--- src/rtl/axis_phase_unwrapper.sv ---
// axis_phase_unwrapper: turns a wrapped two's-complement phase stream into a
// continuous signed phase by accumulating the modular difference of
// successive samples. A 4-state FSM seeds, runs and drains on `enable`.
// Optional build macro PHASE_UNWRAP_SATURATE_EN makes the accumulator
// saturate instead of wrapping modulo 2^AXIS_TDATA_WIDTH.
module axis_phase_unwrapper #(
    parameter int PHASE_WIDTH      = 16,
    parameter int AXIS_TDATA_WIDTH = 32
) (
    input  logic                        aclk,
    input  logic                        aresetn,
    input  logic                        enable,
    input  logic [PHASE_WIDTH-1:0]      S_AXIS_tdata,
    input  logic                        S_AXIS_tvalid,
    output logic                        S_AXIS_tready,
    output logic [AXIS_TDATA_WIDTH-1:0] M_AXIS_tdata,
    output logic                        M_AXIS_tvalid,
    input  logic                        M_AXIS_tready,
    output logic [15:0]                 wrap_count
);

    localparam int PW = PHASE_WIDTH;
    localparam int AW = AXIS_TDATA_WIDTH;

    typedef enum logic [1:0] {
        S_IDLE,
        S_FIRST,
        S_RUN,
        S_DRAIN
    } state_t;

    state_t          state_q, state_d;
    logic [PW-1:0]   p_prev_q, p_prev_d;
    logic [AW-1:0]   acc_q, acc_d;
    logic [AW-1:0]   tdata_q, tdata_d;
    logic            tvalid_q, tvalid_d;
    logic [15:0]     wcnt_q, wcnt_d;

    logic            accepting;
    logic            s_ready;
    logic            in_xfer;
    logic            out_xfer;
    logic [PW:0]     raw_diff;
    logic [PW-1:0]   diff;
    logic            wrap_evt;
    logic [AW-1:0]   diff_ext;
    logic [AW-1:0]   p_ext;
    logic [AW-1:0]   acc_next;
`ifdef PHASE_UNWRAP_SATURATE_EN
    logic [AW:0]     sum_wide;
`endif

    // Handshake qualifiers and the modular phase step
    always_comb begin
        accepting = (state_q == S_FIRST) || (state_q == S_RUN);
        s_ready   = accepting && (!tvalid_q || M_AXIS_tready);
        in_xfer   = S_AXIS_tvalid && s_ready;
        out_xfer  = tvalid_q && M_AXIS_tready;

        // Difference computed one bit wider; the low PW bits are the
        // wrapped step, and a mismatch of the top two bits marks a wrap.
        raw_diff = {S_AXIS_tdata[PW-1], S_AXIS_tdata} - {p_prev_q[PW-1], p_prev_q};
        diff     = raw_diff[PW-1:0];
        wrap_evt = raw_diff[PW] != raw_diff[PW-1];
        diff_ext = {{(AW-PW){diff[PW-1]}}, diff};
        p_ext    = {{(AW-PW){S_AXIS_tdata[PW-1]}}, S_AXIS_tdata};
    end

    // Accumulator update, wrapping or saturating depending on the build
    always_comb begin
`ifdef PHASE_UNWRAP_SATURATE_EN
        sum_wide = {acc_q[AW-1], acc_q} + {diff_ext[AW-1], diff_ext};
        if (sum_wide[AW] != sum_wide[AW-1]) begin
            acc_next = sum_wide[AW] ? {1'b1, {(AW-1){1'b0}}} : {1'b0, {(AW-1){1'b1}}};
        end else begin
            acc_next = sum_wide[AW-1:0];
        end
`else
        acc_next = acc_q + diff_ext;
`endif
    end

    // FSM next state, accumulator, wrap counter and output register loads
    always_comb begin
        state_d  = state_q;
        p_prev_d = p_prev_q;
        acc_d    = acc_q;
        wcnt_d   = wcnt_q;

        // Output stays valid until drained without a replacing input
        if (in_xfer) begin
            tvalid_d = 1'b1;
        end else if (out_xfer) begin
            tvalid_d = 1'b0;
        end else begin
            tvalid_d = tvalid_q;
        end

        case (state_q)
            S_IDLE: begin
                if (enable) begin
                    state_d = S_FIRST;
                end
            end
            S_FIRST: begin
                if (in_xfer) begin
                    p_prev_d = S_AXIS_tdata;
                    acc_d    = p_ext;
                    state_d  = S_RUN;
                end
                if (!enable) begin
                    state_d = tvalid_d ? S_DRAIN : S_IDLE;
                end
            end
            S_RUN: begin
                if (in_xfer) begin
                    p_prev_d = S_AXIS_tdata;
                    acc_d    = acc_next;
                    if (wrap_evt) begin
                        wcnt_d = wcnt_q + 16'd1;
                    end
                end
                if (!enable) begin
                    state_d = tvalid_d ? S_DRAIN : S_IDLE;
                end
            end
            S_DRAIN: begin
                if (!tvalid_d) begin
                    state_d = S_IDLE;
                end
            end
            default: state_d = S_IDLE;
        endcase

        tdata_d = in_xfer ? acc_d : tdata_q;
    end

    // State and datapath registers with synchronous active-low reset
    always_ff @(posedge aclk) begin
        if (!aresetn) begin
            state_q  <= S_IDLE;
            p_prev_q <= '0;
            acc_q    <= '0;
            tdata_q  <= '0;
            tvalid_q <= 1'b0;
            wcnt_q   <= '0;
        end else begin
            state_q  <= state_d;
            p_prev_q <= p_prev_d;
            acc_q    <= acc_d;
            tdata_q  <= tdata_d;
            tvalid_q <= tvalid_d;
            wcnt_q   <= wcnt_d;
        end
    end

    assign S_AXIS_tready = s_ready;
    assign M_AXIS_tdata  = tdata_q;
    assign M_AXIS_tvalid = tvalid_q;
    assign wrap_count    = wcnt_q;

endmodule

--- config.mk ---
export PLATFORM = sky130hd
export DESIGN_NAME = axis_phase_unwrapper
export DESIGN_NICKNAME = d
export VERILOG_FILES = /design/src/rtl/axis_phase_unwrapper.sv
export SDC_FILE = /design/constraint.sdc
export NUM_CORES = 1
export LEC_CHECK = 0
export CORE_ASPECT_RATIO = 0.6
export CORE_MARGIN = 3
export CORE_UTILIZATION = 46
export DETAILED_ROUTE_END_ITERATION = 7
export GPL_TIMING_DRIVEN = 1
export PLACE_DENSITY = 0.7
export SLEW_MARGIN = 20
export SYNTH_ARGS = -nofsm -noshare
export SYNTH_HDL_FRONTEND = slang
export SYNTH_SLANG_ARGS = --single-unit
--- constraint.sdc ---
create_clock -name aclk -period 11.5 [get_ports aclk]
set_clock_uncertainty 0.05 [all_clocks]
set_input_delay 1.15 -clock aclk [delete_from_list [all_inputs] [get_ports aclk]]
set_output_delay 1.15 -clock aclk [all_outputs]
set_load 0.01 [all_outputs]
==> results of run 1 <==
## through the flow
| step | cell area (sq um) | hold WS [ns] | setup slack [ns] |
|---|---|---|---|
| finish | 7510 | 0.409 | 5.69 |
| global placement | 7220 | 0.393 | 5.47 |
| global route | 7510 | 0.425 | 5.35 |
| detailed placement | 7220 | 0.398 | 5.43 |
| floorplan | 6410 | 0.386 | 6.11 |
| CTS | 7510 | 0.409 | 5.78 |
## power by group
group          internal, mW  leakage (nW)  switching (mW)
Sequential            0.370         0.806          0.0172
Clock                 0.159         0.146           0.147
Combinational         0.168          1.93           0.261
Total                 0.697          2.89           0.425
## final cells by class
type | count | area [sq um]
Clock buffer | 11 | 243
Clock inverter | 5 | 51.3
Fill cell | 1193 | 5700
Inverter | 41 | 154
Multi-Input combinational cell | 641 | 4130
Sequential cell | 99 | 1980
Tap cell | 170 | 213
Timing Repair Buffer | 75 | 738
## flip-flops by register name, indices dropped and copies added, names as in the netlist
register	cells
M_AXIS_tdata	32
acc_q	32
p_prev_q	16
wrap_count	16
state_q	2
M_AXIS_tvalid	1
## Yosys cell counts (7+ instances only)
cell type	number	area [sq um]
a211oi_1	20	150
a21o_1	18	135
a21oi_1	91	455
and3_1	11	68.8
buf_1	7	26.3
clkbuf_1	27	101
dfxtp_1	99	1980
ha_1	57	713
inv_1	39	146
nand2_1	72	270
nand3_1	9	45.0
nand4_1	8	50.1
nor2_1	92	345
nor3_1	7	35.0
nor4_1	8	50.1
o21a_1	10	75.1
o21ai_0	81	405
o22ai_1	8	50.1
xnor2_1	43	377
xor2_1	10	87.6
## worst max-delay path, cell delays in order
cell	delay, ns
clkdlybuf4s50_1	0.45
ha_1	0.31
nor2b_1	0.14
o31a_1	0.29
or2_2	0.30
o21a_1	0.20
nor2_1	0.15
o21bai_1	0.08
a21oi_1	0.18
xnor2_1	0.14
ha_1	0.32
o211ai_1	0.19
nand2_1	0.11
a21boi_0	0.13
a31oi_1	0.45
o21ai_1	0.20
a221o_1	0.36
a21oi_2	0.30
o31ai_1	0.14
mux2i_1	0.26
o211a_1	0.19
## how the worst min path moves through the flow
stage	cells past startpoint	start	endpoint
2_1_floorplan	2	p_prev_q[10]$_SDFFE_PN0P_	p_prev_q[10]$_SDFFE_PN0P_
3_3_place_gp	2	p_prev_q[15]$_SDFFE_PN0P_	p_prev_q[15]$_SDFFE_PN0P_
3_5_place_dp	2	p_prev_q[2]$_SDFFE_PN0P_	p_prev_q[2]$_SDFFE_PN0P_
4_1_cts	2	p_prev_q[2]$_SDFFE_PN0P_	p_prev_q[2]$_SDFFE_PN0P_
5_1_grt	2	p_prev_q[2]$_SDFFE_PN0P_	p_prev_q[2]$_SDFFE_PN0P_
6_report	2	p_prev_q[2]$_SDFFE_PN0P_	p_prev_q[2]$_SDFFE_PN0P_
## cells by family (layout without fill, tap and decap cells)
logic type               Yosys count  in the layout
AND/OR/NAND/NOR                  239            239
adder cells (fa/ha/maj)           59             59
AO/OA/AOI/OAI                    286            286
XOR/XNOR                          54             54
buffers and inverters             76            132
flip-flops                        99             99
multiplexers                       3              3
## placed cells by master (no fill, tap or decap), types with 4 or more instances in the layout
cell	netlist	layout
dfxtp_1	99	99
o22ai_1	8	8
buf_4	0	5
ha_1	57	57
o21bai_1	6	6
nand2b_1	4	4
a21oi_1	91	91
o21a_1	10	10
a31oi_1	6	6
nor2b_1	6	6
and3_1	11	10
xor2_1	10	10
nand4_1	8	8
clkbuf_16	0	9
a211oi_1	20	20
xnor2_1	43	43
nor2_1	92	92
clkdlybuf4s50_1	0	70
o21ai_1	4	4
a21o_1	18	18
inv_1	39	39
nand3_1	9	9
o211a_1	4	4
nand2_1	72	72
o211ai_1	6	6
nor4_1	8	8
nor3_1	7	7
o21ai_0	81	81
## per-layer routing
layer | vias up | global-route usage [%]
met3 | 12 | 6.14
met2 | 209 | 31.7
met4 | 0 | 3.44
met1 | 2880 | 37.6
met5 | - | 0
li1 | 3018 | -
==> results_dict.tcl, run 1 <==
set metrics [dict create \
    synthAdderAreaFrac_pct 11.8 \
    wl_met2_um 7200 \
    drive_gt1_share_pct 4.47 \
    route.met3.wl_um 1440 \
    fin_crit_sh_pct 50.5 \
    yosys.cell_types.count 65 \
    worstMarginPinSlew_ns 1.03 \
    crit_fanout 6 \
    finalHoldViolCount 0 \
    met1Wirelength_um 9600 \
    drc 0 \
    coreArea_sq_um 13200 \
    fmax_mhz 172 \
    layout_min_cycle_time_ns 5.81 \
    num_vias 6119 \
    total_power_mw 1.12 \
    synth_edf_count 0 \
    worst_hold_path_type "reg2reg" \
    postCtsSetupRepairBufs 0 \
    initial_core_util_pct 48.5 \
    antenna_found_initial 0 \
    yosysWarningCount 0 \
    layout-area-overhead-vs-synth_pct 17.3 \
    place.gp.congestion 0.928 \
    routedWlPerCell_um 17.6 \
    final-max-slew-violation-count 0 \
    num_io_pins 71 \
    dpl.hpwl_um 13300 \
    cts_tree "built" \
    die_area_sq_um 15400 \
    grt_first_pass_wirelength_um 29500 \
    globalRouteOverflowTotal 0 \
    io_buffers 70 \
    status "finished clean" \
    routed_wl_um 18300 \
    num_antenna_cells 0 \
    crit_start "S_AXIS_tdata[1]" \
    ant_nets 0 \
    first_iter_violations 397 \
    cts.clk_slew.worst_paths_ns 0.08 \
    async_flop_share_pct 0 \
    vdd_ir_drop_max_mv 0.0952 \
    drt_first_pass_iters 5 \
    synth-simple-area-share_pct 17.4 \
    vias_per_cell 5.87 \
    synth.area.mux_share_pct 0.469 \
    netlist_instances 816 \
    cts_resized 0 \
    relSlewSlack_pct 31.1 \
    die-height_um 97.4 \
    r2r_end "acc_q[24]$_SDFF_PN0_" \
    placedCellCount 1026 \
    ys.flop_type "dfxtp_1" \
    arrival_ns 6.05 \
    grt_use_total_pct 23.5 \
    syn_nets 896 \
    finalSetupTns_ns 0 \
    cts_made_buffers 9 \
    timing.rr.start "p_prev_q[1]$_SDFFE_PN0P_" \
    worstSetupEndpointType "flop" \
    utilization_pct 56.9 \
    path_class "in2reg" \
    synth-compound-area-share_pct 27.4 \
    rsz0062_at_grt "no" \
    worstSetupEndpoint "acc_q[24]$_SDFF_PN0_" \
    cts_sinks 99 \
    ys_ff_latch 99 \
    max_cap_violations 0 \
    clock_tree.root_cell "clkbuf_16" \
    synth_xor_area_share_pct 7.50 \
    rows 32 \
    p_leak_nw 2.89 \
    grt_pass1_vias 5714 \
    setup_viol 0 \
    r2r_setup_slack_ns 6.54 \
    fin_cells 1042 \
    hold_buffers 0 \
    cp-start-kind "primary input" \
    synth_top_family_by_area "compound AO/OA/AOI/OAI gates" \
    grt_max_degree 72 \
    crit_required_ns 11.74 \
    synth_area_sq_um 6410 \
    worst_r2r_path_depth 21 \
    final_nets 947 \
    die_w_um 158 \
    powerDensity_nw_per_um2 149 \
    cts_buffer_depth 2 \
    h-tree-depth 3 \
    avgSynthCellArea_sq_um 7.85 \
    ys_seq_area_share_pct 30.9 \
    clk_latency_ns 0.35 \
    top_layer "met4" \
]
Power figures use the tool's default switching activity.
==> run 2, diff against run 1 <==
==> constraint.sdc (replaced) <==
create_clock -name aclk -period 5.7 [get_ports aclk]
set_clock_uncertainty 0.05 [all_clocks]
set_input_delay 0.57 -clock aclk [delete_from_list [all_inputs] [get_ports aclk]]
set_output_delay 0.57 -clock aclk [all_outputs]
set_load 0.01 [all_outputs]
==> results_dict.tcl, run 2 (synthesis results as in run 1) <==
set metrics [dict create \
    worst_hold_path_type "reg2reg" \
    p_int_mw 1.45 \
    crit_fanout 6 \
    die_w_um 158 \
    h-tree-depth 3 \
    power_frac_seq_pct 33.9 \
    worstSetupEndpointType "flop" \
    path_cells "clkdlybuf4s50_1 -> ha_1 -> nor2b_1 -> o31a_1 -> or2_2 -> o21a_1 -> nor2_1 -> o21bai_1 -> a21oi_1 -> xnor2_1 -> ha_1 -> o211ai_1 -> nand2_1 -> a21boi_0 -> a31oi_2 -> o21ai_1 -> a221o_1 -> a21oi_2 -> a21oi_1 -> a311oi_1 -> nor2_1" \
    p_leak_nw 2.91 \
    final_nets 950 \
    grt_use_total_pct 24.1 \
    holdWs_ns 0.408 \
    relSlewSlack_pct 37.1 \
    ff_latch_area_sq_um 1980 \
    layout_min_cycle_time_ns 5.33 \
    crit_required_ns 5.88 \
    cts_buffer_depth 2 \
    max_cap_violations 0 \
    globalRouteOverflowTotal 0 \
    fillers 1187 \
    drt_first_pass_iters 7 \
    finalSetupTns_ns 0 \
    cts_resized 0 \
    vias_per_cell 5.97 \
    clock_tree.root_cell "clkbuf_16" \
    cts.clk_slew.worst_paths_ns 0.07 \
    clk_latency_ns 0.36 \
    powerDensity_nw_per_um2 305 \
    num_io_pins 71 \
    cts_sinks 99 \
    cp_slowest_cell "clkdlybuf4s50_1" \
    postCtsSetupRepairBufs 0 \
    die-height_um 97.4 \
    grt_first_pass_wirelength_um 30200 \
    ant_nets 0 \
    dpl_worst_slack_ns 0.0965 \
    finalHoldViolCount 0 \
    initial_core_util_pct 48.5 \
    num_vias 6237 \
    pwr-share-comb_pct 38.0 \
    cp-start-kind "primary input" \
    swShare_pct 37.2 \
    grt_pass1_vias 5785 \
    place.gp.congestion 0.948 \
    routed_wl_um 18500 \
    antenna_found_initial 0 \
    total_power_mw 2.31 \
    arrival_ns 5.51 \
    rows 32 \
    die_area_sq_um 15400 \
    fin_crit_sh_pct 93.6 \
    fmax_mhz 187 \
    num_antenna_cells 0 \
    mostFrequentLayoutCell "dfxtp_1" \
    utilization_pct 57.3 \
    setup_viol 0 \
    cts_tree "built" \
    coreArea_sq_um 13200 \
    fin_ws_ns 0.366 \
    drive_gt1_share_pct 5.14 \
    final-max-slew-violation-count 0 \
    p_switching_uw 858 \
    grt_max_degree 60 \
    max_stage_delay_ns 0.47 \
    clkPwrFrac_pct 28.1 \
    status "finished clean" \
    final_cell_mix "dfxtp_1, nor2_1, a21oi_1" \
    path_class "in2reg" \
    layout-area-overhead-vs-synth_pct 18.2 \
    cts_made_buffers 9 \
    dpl.hpwl_um 13300 \
    drc 0 \
    worstMarginPinSlew_ns 0.943 \
    multi_input_area_sq_um 4150 \
    routedWlPerCell_um 17.7 \
    first_iter_violations 481 \
    hold_buffers 0 \
    vdd_ir_drop_max_mv 0.162 \
    io_buffers 70 \
]
## run 2: power by group through the flow
stage                     Sequential, mW  Clock [mW]  Combinational, mW
after floorplan                    0.802           0              0.588
after global placement             0.795           0              0.827
after detailed placement           0.798           0              0.845
after CTS                          0.783       0.663              0.852
after global routing               0.790       0.688              0.959
final                              0.783       0.648              0.877
## run 2: path summary, 6_finish.rpt
kind / end / slack [ns] / cells after the start / from
max: M_AXIS_tdata[20]$_SDFFE_PN0P_ / 0.37 / 21 / S_AXIS_tdata[1]
min: p_prev_q[5]$_SDFFE_PN0P_ / 0.41 / 2 / p_prev_q[5]$_SDFFE_PN0P_
max reg2reg: M_AXIS_tdata[20]$_SDFFE_PN0P_ / 0.65 / 21 / p_prev_q[1]$_SDFFE_PN0P_
min reg2reg: p_prev_q[5]$_SDFFE_PN0P_ / 0.41 / 2 / p_prev_q[5]$_SDFFE_PN0P_
## run 2: layer usage
metal | up-vias | part of all wire, % | global-route usage, % | routed length [um]
met5 | - | 0 | 0 | 0
met4 | 0 | 1.4 | 5.42 | 250
met3 | 28 | 9.6 | 5.43 | 1780
met2 | 281 | 40 | 31.7 | 7390
met1 | 2910 | 49 | 38.8 | 9070
li1 | 3018 | - | - | -
## run 2: worst max-delay path: cells and delay by family
kind	cells	cell delay (ns)
adders and majority gates	2	0.64
AOI/OAI and AO/OA	12	2.82
buffers and inverters	1	0.47
and+or+nand+nor	5	0.84
xor gates and xnor gates	1	0.15
## run 2: stage by stage
stage / cells / area, sq um
after global routing: 1045 / 7570
after floorplan: 816 / 6410
final: 1045 / 7570
after global placement: 1029 / 7240
after CTS: 1045 / 7550
after detailed placement: 1029 / 7240
## run 2: cell type report
| class | count | share of cell area [%] |
|---|---|---|
| Inverter | 41 | 2.03 |
| Clock inverter | 5 | 0.892 |
| Tap cell | 170 | 2.81 |
| Clock buffer | 11 | 3.21 |
| Sequential cell | 99 | 26.2 |
| Multi-Input combinational cell | 641 | 54.8 |
| Timing Repair Buffer | 78 | 10.0 |
